`config.mk`:
```
export PLATFORM = sky130hd
export DESIGN_NAME = noc_credit_rx_port
export DESIGN_NICKNAME = d
export VERILOG_FILES = /design/src/rtl/noc_credit_rx_port.sv
export SDC_FILE = /design/constraint.sdc
export NUM_CORES = 1
export LEC_CHECK = 0
export BUFFER_PORTS_ARGS = -buffer_cell sky130_fd_sc_hd__buf_2
export CAP_MARGIN = 5
export CORE_UTILIZATION = 42
export CTS_CLUSTER_SIZE = 30
export DETAILED_ROUTE_END_ITERATION = 10
export PLACE_DENSITY_LB_ADDON = 0.15
export SLEW_MARGIN = 20
export SYNTH_ARGS = -nofsm -noshare
export SYNTH_HDL_FRONTEND = slang
export SYNTH_SLANG_ARGS = --single-unit
```
`constraint.sdc`:
```
create_clock -name clk -period 6.3 [get_ports clk]
set_clock_uncertainty 0.05 [all_clocks]
set_input_delay 0.945 -clock clk [delete_from_list [all_inputs] [get_ports clk]]
set_output_delay 0.945 -clock clk [all_outputs]
set_load 0.03 [all_outputs]
```
`src/rtl/noc_credit_rx_port.sv`:
```
// Router-side receive port: 7-entry first-word-fall-through FIFO with one credit returned per popped flit.
// Optional sticky overflow flag on ovf_err when NOC_RX_OVF_DETECT_EN is defined.
module noc_credit_rx_port #(
    parameter int DW    = 20,
    parameter int DEPTH = 7,
    parameter int AW    = 3
) (
    input  logic          clk,
    input  logic          rst,
    input  logic [DW-1:0] datain,
    input  logic          in_valid,
    output logic          co,
    output logic [DW-1:0] dataout,
    output logic          out_valid,
    input  logic          out_ready,
    output logic [AW-1:0] count
`ifdef NOC_RX_OVF_DETECT_EN
    ,
    output logic          ovf_err
`endif
);

    localparam logic [AW-1:0] LP_FULL = AW'(DEPTH);
    localparam logic [AW-1:0] LP_LAST = AW'(DEPTH - 1);

    logic [DW-1:0] r_mem [DEPTH];
    logic [AW-1:0] r_wptr;
    logic [AW-1:0] r_rptr;
    logic [AW-1:0] r_count;
    logic          r_out_valid;
    logic [DW-1:0] r_dataout;
    logic          r_co;

    logic          w_pop;
    logic          w_push_req;
    logic          w_full;
    logic          w_push;
    logic          w_drop;
    logic [AW-1:0] w_rptr_nxt;
    logic [AW-1:0] w_wptr_nxt;
    logic [AW-1:0] w_count_nxt;
    logic [DW-1:0] w_head_nxt;

    // Pointers wrap at DEPTH-1, so DEPTH need not be a power of two.
    function automatic logic [AW-1:0] f_inc(input logic [AW-1:0] p);
        return (p == LP_LAST) ? '0 : p + 1'b1;
    endfunction

    always_comb begin
        w_pop       = r_out_valid & out_ready;
        w_push_req  = in_valid & (|datain);
        w_full      = (r_count == LP_FULL);
        w_push      = w_push_req & (~w_full | w_pop);
        w_drop      = w_push_req & w_full & ~w_pop;
        w_rptr_nxt  = w_pop  ? f_inc(r_rptr) : r_rptr;
        w_wptr_nxt  = w_push ? f_inc(r_wptr) : r_wptr;
        w_count_nxt = r_count;
        if (w_push && !w_pop)
            w_count_nxt = r_count + 1'b1;
        else if (w_pop && !w_push)
            w_count_nxt = r_count - 1'b1;
        // The new head can be the flit being written this cycle (empty, or last entry popping).
        w_head_nxt = '0;
        if (w_count_nxt != '0) begin
            if (w_push && (r_wptr == w_rptr_nxt))
                w_head_nxt = datain;
            else
                w_head_nxt = r_mem[w_rptr_nxt];
        end
    end

    always_ff @(posedge clk) begin
        if (w_push)
            r_mem[r_wptr] <= datain;
    end

    always_ff @(posedge clk or negedge rst) begin
        if (!rst) begin
            r_wptr      <= '0;
            r_rptr      <= '0;
            r_count     <= '0;
            r_out_valid <= 1'b0;
            r_dataout   <= '0;
            r_co        <= 1'b0;
        end else begin
            r_wptr      <= w_wptr_nxt;
            r_rptr      <= w_rptr_nxt;
            r_count     <= w_count_nxt;
            r_out_valid <= (w_count_nxt != '0);
            r_dataout   <= w_head_nxt;
            r_co        <= w_pop;
        end
    end

    assign co        = r_co;
    assign dataout   = r_dataout;
    assign out_valid = r_out_valid;
    assign count     = r_count;

`ifdef NOC_RX_OVF_DETECT_EN
    logic r_ovf_err;

    always_ff @(posedge clk or negedge rst) begin
        if (!rst)
            r_ovf_err <= 1'b0;
        else if (w_drop)
            r_ovf_err <= 1'b1;
    end

    assign ovf_err = r_ovf_err;
`else
    logic w_unused_drop;
    assign w_unused_drop = w_drop;
`endif

endmodule

```
Word level (Yosys, flattened, before mapping)
Memories as Yosys holds them, arrays and structs flattened.
Index checks and enable logic that the tools add are counted.
{ "op_classes": {"eq_ne": 4, "reduce_logical": 7, "bitwise": 5, "n_mux": 9, "addsub": 4} }
{ "ops": {"columns": ["op", "n"], "rows": [
  ["20-bit 2-to-1 mux", 2],
  ["20-bit OR reduction", 1],
  ["3-bit 2-to-1 mux", 5],
  ["3-bit by 1-bit adder with 3-bit output, second input constant", 3],
  ["3-bit equality test, second input constant", 3],
  ["1-bit AND", 3],
  ["3-bit equality test", 1],
  ["1-bit logical AND", 3],
  ["3-bit nonzero test", 1],
  ["3-bit by 1-bit subtractor with 3-bit output, second input constant", 1],
  ["1-bit zero test", 2],
  ["1-bit 2-to-1 mux", 2],
  ["1-bit inverter", 1],
  ["1-bit bitwise OR", 1]
]} }
{ "word_totals": {"ff_bits": 31, "mem_count": 1, "in_bits": 24, "mem_bits_rw": 140, "elab_cells": 36, "output_inout_bits": 25} }
{ "mem_list": {"columns": ["memory", "words", "word_bits", "rd", "rd_clocked_by_memory_dff", "wr", "line_no", "rtl"], "rows": [
  ["r_mem", 7, 20, 1, 0, 1, "26", "logic [DW-1:0] r_mem [DEPTH];"]
]} }

Depth between registers and ports, before layout
Gate-level depths: netlist (run 1).
{ "depth": {"depth_word": 10, "depth_mapped": 10, "ltp_nobuf": 8} }

Worst setup path before layout (run 1)
OpenSTA, ideal clock, no wires.
{ "synth_path": {"path_type": "input port to flip-flop", "startpoint": "input datain[8]", "endpoint": "memory r_mem[4][0], enable pin", "stages": 4, "setup_ns": 0.448, "n_path_buf": 0, "path_slack_ns": 2.493, "arrival_ns": 3.309, "path_cell_list": "nor4_1 > nand3_1 > o211ai_1 > nor4_1"} }
{ "synth_via": {"elab_chain_len": 5} }
{ "synth_rtl": {"columns": ["item", "line_no", "rtl"], "rows": [
  ["from (decl)", "10", "input logic [DW-1:0] datain,"],
  ["20-bit OR reduction", "51", "w_push_req = in_valid & (|datain);"],
  ["1-bit AND", "51", null],
  ["1-bit AND", "53", "w_push = w_push_req & (~w_full | w_pop);"],
  ["1-bit 2-to-1 mux", "73", "if (w_push)"],
  ["1-bit 2-to-1 mux (not written as such)", "74", "r_mem[r_wptr] <= datain;"],
  ["to (decl)", "26", null]
]} }
No other way between the ends.

Worst setup path in the final report (run 1)
{ "layout_path": {"startpoint": "input datain[0]", "endpoint": "register r_dataout[9], in the netlist dataout[9]"} }
{ "layout_via": {"elab_chain_len": 9, "elab_cells_between_ends": 12} }
{ "layout_rtl": {"columns": ["item", "line_no", "rtl"], "rows": [
  ["20-bit OR reduction (*)", "51", null],
  ["1-bit AND (*)", "51", null],
  ["1-bit AND (*)", "53", null],
  ["1-bit zero test", "60", "else if (w_pop && !w_push)"],
  ["1-bit logical AND", "60", null],
  ["3-bit 2-to-1 mux", "60", null],
  ["3-bit 2-to-1 mux", "58", "if (w_push && !w_pop)"],
  ["3-bit nonzero test", "64", "if (w_count_nxt != '0) begin"],
  ["20-bit 2-to-1 mux (*)", "64", null],
  ["named net w_head_nxt[9]", "42", "logic [DW-1:0] w_head_nxt;"],
  ["to (signal assigned)", "90", "r_dataout <= w_head_nxt;"],
  ["to (decl)", "31", "logic [DW-1:0] r_dataout;"]
]} }
Mark *: on every way through the listed nets, which the timed path passes. The rest lies on a longest branch.
A chain may end at the register's enable or synchronous reset.

==> results of run 1 <==
## routing by layer
layer	track usage, %	wire, µm	up-vias
li1	-	-	2440
met1	29.2	8660	2664
met2	36.8	9410	169
met3	4.07	937	22
met4	7.63	308	0
met5	0	0	-
## report_power, final
| part | internal (µW) | switching, µW | total, µW |
|---|---|---|---|
| Sequential | 1480 | 122 | 1600 |
| Clock | 615 | 418 | 1030 |
| Combinational | 657 | 1230 | 1890 |
## critical path, stage by stage
cell and delay, ns:
buf_2 0.14, nor4_1 0.48, nand2_1 0.30, o211ai_1 0.70, or4_2 0.93, nor2_1 0.13
a211oi_2 0.23
## layout by cell type, fill, tap and decap left out, types with 17 or more instances in the layout
master	n
dfrtp_1	31
inv_1	19
a211oi_2	20
a21oi_1	34
o21ai_0	23
edfxtp_1	140
clkbuf_16	17
buf_2	48
nand2_1	78
nor2_1	50
## sequential cells by signal, indices dropped and copies added, names as in the netlist
| signal | count |
|---|---|
| count | 3 |
| dataout | 20 |
| r_mem | 140 |
| r_wptr | 3 |
| r_rptr | 3 |
| co | 1 |
| out_valid | 1 |
## cells by family (layout without fill, tap and decap cells)
| kind of cell | count (synthesis) | count (layout) | synth area share [%] |
|---|---|---|---|
| flip-flops | 171 | 171 | 65.2 |
| AND/OR/NAND/NOR | 195 | 195 | 11.6 |
| multiplexers | 10 | 10 | 1.31 |
| XOR/XNOR | 3 | 3 | 0.344 |
| AO/OA/AOI/OAI | 173 | 173 | 17.2 |
| adder cells (fa/ha/maj) | 3 | 3 | 0.491 |
| buffers and inverters | 69 | 116 | 3.90 |
## worst max path at each step
stage	to	startpoint	slack (ns)
2_1_floorplan	r_mem[4][0]	datain[8]	2.49
3_3_place_gp	dataout[7]	out_ready	2.22
4_1_cts	dataout[6]	out_ready	2.53
5_1_grt	dataout[8]	datain[0]	2.52
3_5_place_dp	dataout[6]	out_ready	2.07
6_report	dataout[9]	datain[0]	2.71
## final cells by class
type                    instances  area, µm²
clock buffers                  25        485
clock inverters                 7       91.3
fillers                      1558       8850
inverters                      22       82.6
multi-input cells             384       2420
flip-flops and latches        171       4980
well taps                     225        282
repair buffers                 62        345
## stage by stage
| stage | util [%] | std cells | instance area, µm² | power, µW |
|---|---|---|---|---|
| 2_1_floorplan | - | 624 | 7640 | 2980 |
| 3_3_place_gp | 46.2 | 864 | 8110 | 3460 |
| 3_5_place_dp | 46.2 | 864 | 8110 | 3520 |
| 4_1_cts | 49.5 | 896 | 8690 | 4550 |
| 5_1_grt | 49.6 | 896 | 8690 | 4780 |
| 6_report | 49.6 | 896 | 8690 | 4520 |
==> impl_metrics.csv, run 1 <==
group,metric,value,unit
status,status,"complete, no violations",
place,dp_slack,2.07,ns
synth,synth_seq_cells,171,
route,ant_nets,0,
setup_path,cp.arrival,3.88,ns
setup_path,cp-start-kind,"primary input",
timing,finalSetupTns,0,ns
synth,yosys.area.top_type_share,55.0,%
synth,synth_cell_types,49,
pwr,leakage,0.00312,µW
global_route,grt_pass1_wl,30200,µm
timing,min_period_over_period,57.1,%
timing,period_minus_slack,3.59,ns
route,routed_wl,19300,µm
timing,max_clock_freq,278,MHz
place,gp_congestion,0.812,
global_route,antenna_found_initial,0,
synth,async_flop_share,18.1,%
die,row_count,48,
setup_path,rr_startpoint,"r_rptr[2]",
timing,setup_ws,2.71,ns
synth,synth_warnings,0,
synth,synth.largest_area_cell,"edfxtp_1",
die,coreArea,0.0175,mm²
final_layout,antenna_cells,0,
worst_hold_path,hp-start,"count[0]",
pwr,p_per_area,520,mW/mm²
place,io_buffers,48,
setup_path,crit_fanout,40,
synth,synth_area_per_cell,12.2,µm²
die,ios,49,
route,via_count,5295,
final_layout,syn_to_final_growth,13.7,%
timing,timing.hold.ws,0.517,ns
setup_path,worstSetupPathType,"primary input to flip-flop",
die,dieArea,0.0187,mm²
final_layout,final_net_count,685,
setup_path,rrSetupSlack,2.79,ns
route,wire_per_inst,21.6,µm
place,hpwl,11200,µm
die,die_h,137,µm
job,cap_viol_max_count,0,
timing,slew_headroom,23.8,%
global_route,grt_pass1_vias,5265,
synth,synth_common_cells,"edfxtp_1 (140), nand2_1 (79), nor2_1 (52)",
route,firstDrtPassIters,7,
synth,yosysMostFrequentCell,"edfxtp_1",
synth,netlist_area,0.00764,mm²
clock_tree,root_buffer,"clkbuf_16",
clock_tree,cts_buffers,17,
final_layout,drive_gt1_share,18.5,%
setup_path,r2r.worst_path.cells,8,
timing,timing_hold_violations_final,0,
setup_path,cp.required,6.59,ns
setup_path,r2r-end,"dataout[9]",
clock_tree,cts_hold_buf,0,
clock_tree,path_clk_slew,0.06,ns
clock_tree,ctsResizeCount,0,
worst_hold_path,hp-class,"flip-flop to flip-flop",
route,drt_iter0_markers,468,
clock_tree,clkLatencyLatePin,0.42,ns
clock_tree,cts-htree-levels,4,
worst_hold_path,hold_depth,1,
timing,setup_violations,0,
route,viasPerCell,5.91,
global_route,grt_overflow_total,0,
worst_hold_path,min_to,"count[0]",
clock_tree,cts_setup_buffers,0,
synth,synth-edff-count,140,
clock_tree,cts_sinks,171,
synth,syn-num-nets,651,
timing,drv_slew,0,
die,initial_core_util,43.6,%
clock_tree,clockBufferDepth,2,
clock_tree,cts_tree,"built",
synth,netlist_instances,624,
global_route,grt_util_all_layers,22.2,%
synth,yosys-top-cells-area,"edfxtp_1 (55%), dfrtp_1 (10%), nand2_1 (3.9%), a211oi_2 (3.3%), nor2_1 (2.6%)",
synth,synth_flop_cell,"edfxtp_1",
global_route,grt_max_degree,51,
synth,yosysSeqAreaShare,65.2,%
route,drc_errors,0,
pwr,ir_drop,221,µV
timing,rsz0062_at_grt,"false",
timing,tightest_slew,1.13,ns
die,die_w,137,µm
setup_path,endpoint_kind,"flip-flop",
Note: power is estimated with default switching activity, not from simulation.
==> run 2: changes to the inputs <==
- ABC_AREA: unset -> 1
- clock period: 6.3 -> 3.55 ns (I/O delays scaled with it)
==> run 2 against run 1 <==
Compared with the run above: worst hold slack worse by 0.35 ns; largest power group unchanged; core utilization down 0.31 points; sequential cell count unchanged; die area down 3.6%; highest routed layer unchanged; wire length down 14%; critical endpoint is now r_mem[3][15].
==> impl_metrics.csv, run 2 <==
group,metric,value,unit
final_layout,design_area,0.00849,mm²
final_layout,antenna_cells,0,
route,drt_iter0_markers,242,
pwr,leakage,0.00371,µW
place,gp_congestion,0.795,
clock_tree,cts_setup_buffers,0,
global_route,antenna_found_initial,0,
synth,synth.largest_area_cell,"edfxtp_1",
die,coreArea,0.0172,mm²
setup_path,cp.arrival,2.73,ns
timing,tightest_slew,0.859,ns
synth,netlist_area,0.00736,mm²
synth,yosysSeqAreaShare,67.6,%
final_layout,layout_common_cells,"nand2_1 (256), edfxtp_1 (140), inv_1 (71), nand3_1 (57), buf_2 (48)",
setup_path,worstSetupPathType,"flip-flop to flip-flop",
synth,synth_flop_cell,"edfxtp_1",
setup_path,cp-start-kind,"flip-flop",
global_route,grt_max_degree,50,
setup_path,cp.required,3.61,ns
clock_tree,root_buffer,"clkbuf_16",
synth,yosys.area.top_type_share,57.1,%
final_layout,final_net_count,782,
global_route,grt_overflow_total,0,
job,cap_viol_max_count,0,
clock_tree,cts_tree,"built",
timing,drv_slew,0,
place,io_buffers,48,
route,drc_errors,0,
timing,slew_headroom,42.7,%
clock_tree,cts_buffers,17,
synth,synth-edff-count,140,
timing,max_clock_freq,376,MHz
clock_tree,cts_hold_buf,0,
setup_path,crit_fanout,12,
synth,synth_warnings,0,
pwr,p_per_area,972,mW/mm²
global_route,grt_pass1_vias,4690,
place,place_area,0.00786,mm²
final_layout,syn_to_final_growth,15.3,%
place,hpwl,9900,µm
synth,synth_area_per_cell,10.5,µm²
synth,synth_cell_types,36,
synth,synth_seq_cells,171,
final_layout,largest-register,"r_mem",
pwr,ir_drop,459,µV
synth,netlist_instances,702,
route,routed_wl,16600,µm
synth,async_flop_share,18.1,%
die,die_h,134,µm
worst_hold_path,hp-class,"primary input to asynchronous set/reset pin",
die,ios,49,
global_route,grt_pass1_wl,25800,µm
clock_tree,clockBufferDepth,2,
die,dieArea,0.0181,mm²
route,via_count,4860,
synth,yosysMostFrequentCell,"nand2_1",
route,firstDrtPassIters,4,
synth,yosys-top-cells-area,"edfxtp_1 (57%), nand2_1 (13%), dfrtp_1 (11%), nand3_1 (3.9%), inv_1 (3.6%)",
synth,synth_common_cells,"nand2_1 (256), edfxtp_1 (140), inv_1 (71)",
setup_path,path_cells,"ha_1 > ha_1 > inv_1 > o211ai_1 > inv_1 > nand2_1 > nor2_2 > buf_4",
timing,finalSetupTns,0,ns
clock_tree,ctsResizeCount,0,
clock_tree,cts-htree-levels,4,
clock_tree,clkLatencyLatePin,0.43,ns
clock_tree,cts_sinks,171,
route,ant_nets,0,
final_layout,final_common_cell,"nand2_1",
die,die_w,134,µm
setup_path,max_stage_delay,0.56,ns
timing,period_minus_slack,2.66,ns
timing,setup_violations,0,
setup_path,endpoint_kind,"flip-flop",
synth,syn-num-nets,729,
global_route,grt_util_all_layers,19.4,%
clock_tree,path_clk_slew,0.06,ns
route,viasPerCell,4.89,
timing,min_period_over_period,75.0,%
timing,timing_hold_violations_final,0,
route,wire_per_inst,16.7,µm
die,initial_core_util,42.7,%
status,status,"complete, no violations",
final_layout,drive_gt1_share,15.1,%
die,row_count,48,
final_layout,largest_reg_flops,140,
timing,rsz0062_at_grt,"false",
setup_path,cp_slowest_cell,"nor2_2",
[run 2: cell count changes in the layout (fill, tap and decap cells not counted), moves of 20 or more]
cell,delta
a211oi_2,-20
a21oi_1,-32
inv_1,+52
nand2_1,+178
nand3_1,+46
nor2_1,-27
[run 2: layer usage]
metal	vias to the layer above	GRT usage, %	share of wire (%)
li1	2399	-	-
met1	2345	24.7	46
met2	102	33.0	49
met3	14	3.59	3.8
met4	0	6.99	1.2
met5	-	0	0
[run 2: critical path: cells and delay by family, from the launching register on]
kind | cells | cell delay (ns)
adder cells (fa/ha/maj) | 2 | 0.39
AO/OA/AOI/OAI | 1 | 0.19
flip-flops | 1 | 0.41
AND/OR/NAND/NOR | 2 | 0.72
buffers and inverters | 3 | 0.59
[run 2: stage by stage]
step           setup WS (ns)  util (%)  std cells  hold WS, ns  power [µW]
6_report               0.888      49.2        993        0.172        8250
3_3_place_gp           0.650      45.6        961        0.523        6290
5_1_grt                0.714      49.2        993        0.228        8840
3_5_place_dp           0.569      45.6        961        0.534        6330
4_1_cts                0.845      49.2        993        0.182        8310
2_1_floorplan          0.352         -        702        0.187        5410
[run 2: cells by family after synthesis]
group	share of synthesized area, %
buf+inv	6.36
compound gates	5.03
flops	67.6
fa+ha+maj	0.510
xor+xnor	0.459
simple gates	20.0
[run 2: layout make-up]
type | count | area [µm²]
Fill cell | 1587 | 8750
Sequential cell | 171 | 4980
Multi-Input combinational cell | 424 | 1940
Clock buffer | 18 | 429
Timing Repair Buffer | 62 | 358
Inverter | 79 | 303
Tap cell | 225 | 282
Clock inverter | 14 | 201
[run 2: power by group]
part	total, µW	leakage (µW)	switching (µW)	internal [µW]
Clock	1970	0.000306	733	1240
Sequential	2740	0.00164	119	2620
Combinational	3540	0.00176	2480	1060
Total	8250	0.00371	3330	4910
[run 2: final timing paths]
check | end | startpoint | cells past startpoint | slack [ns]
max | r_mem[3][15] | count[0] | 8 | 0.89
min | co | rst | 1 | 0.17
max reg2reg | r_mem[3][15] | count[0] | 8 | 0.89
min reg2reg | count[0] | count[0] | 3 | 0.55
max in group asynchronous | dataout[10] | rst | 1 | 2.74
min in group clk | r_mem[4][2] | datain[2] | 1 | 0.35
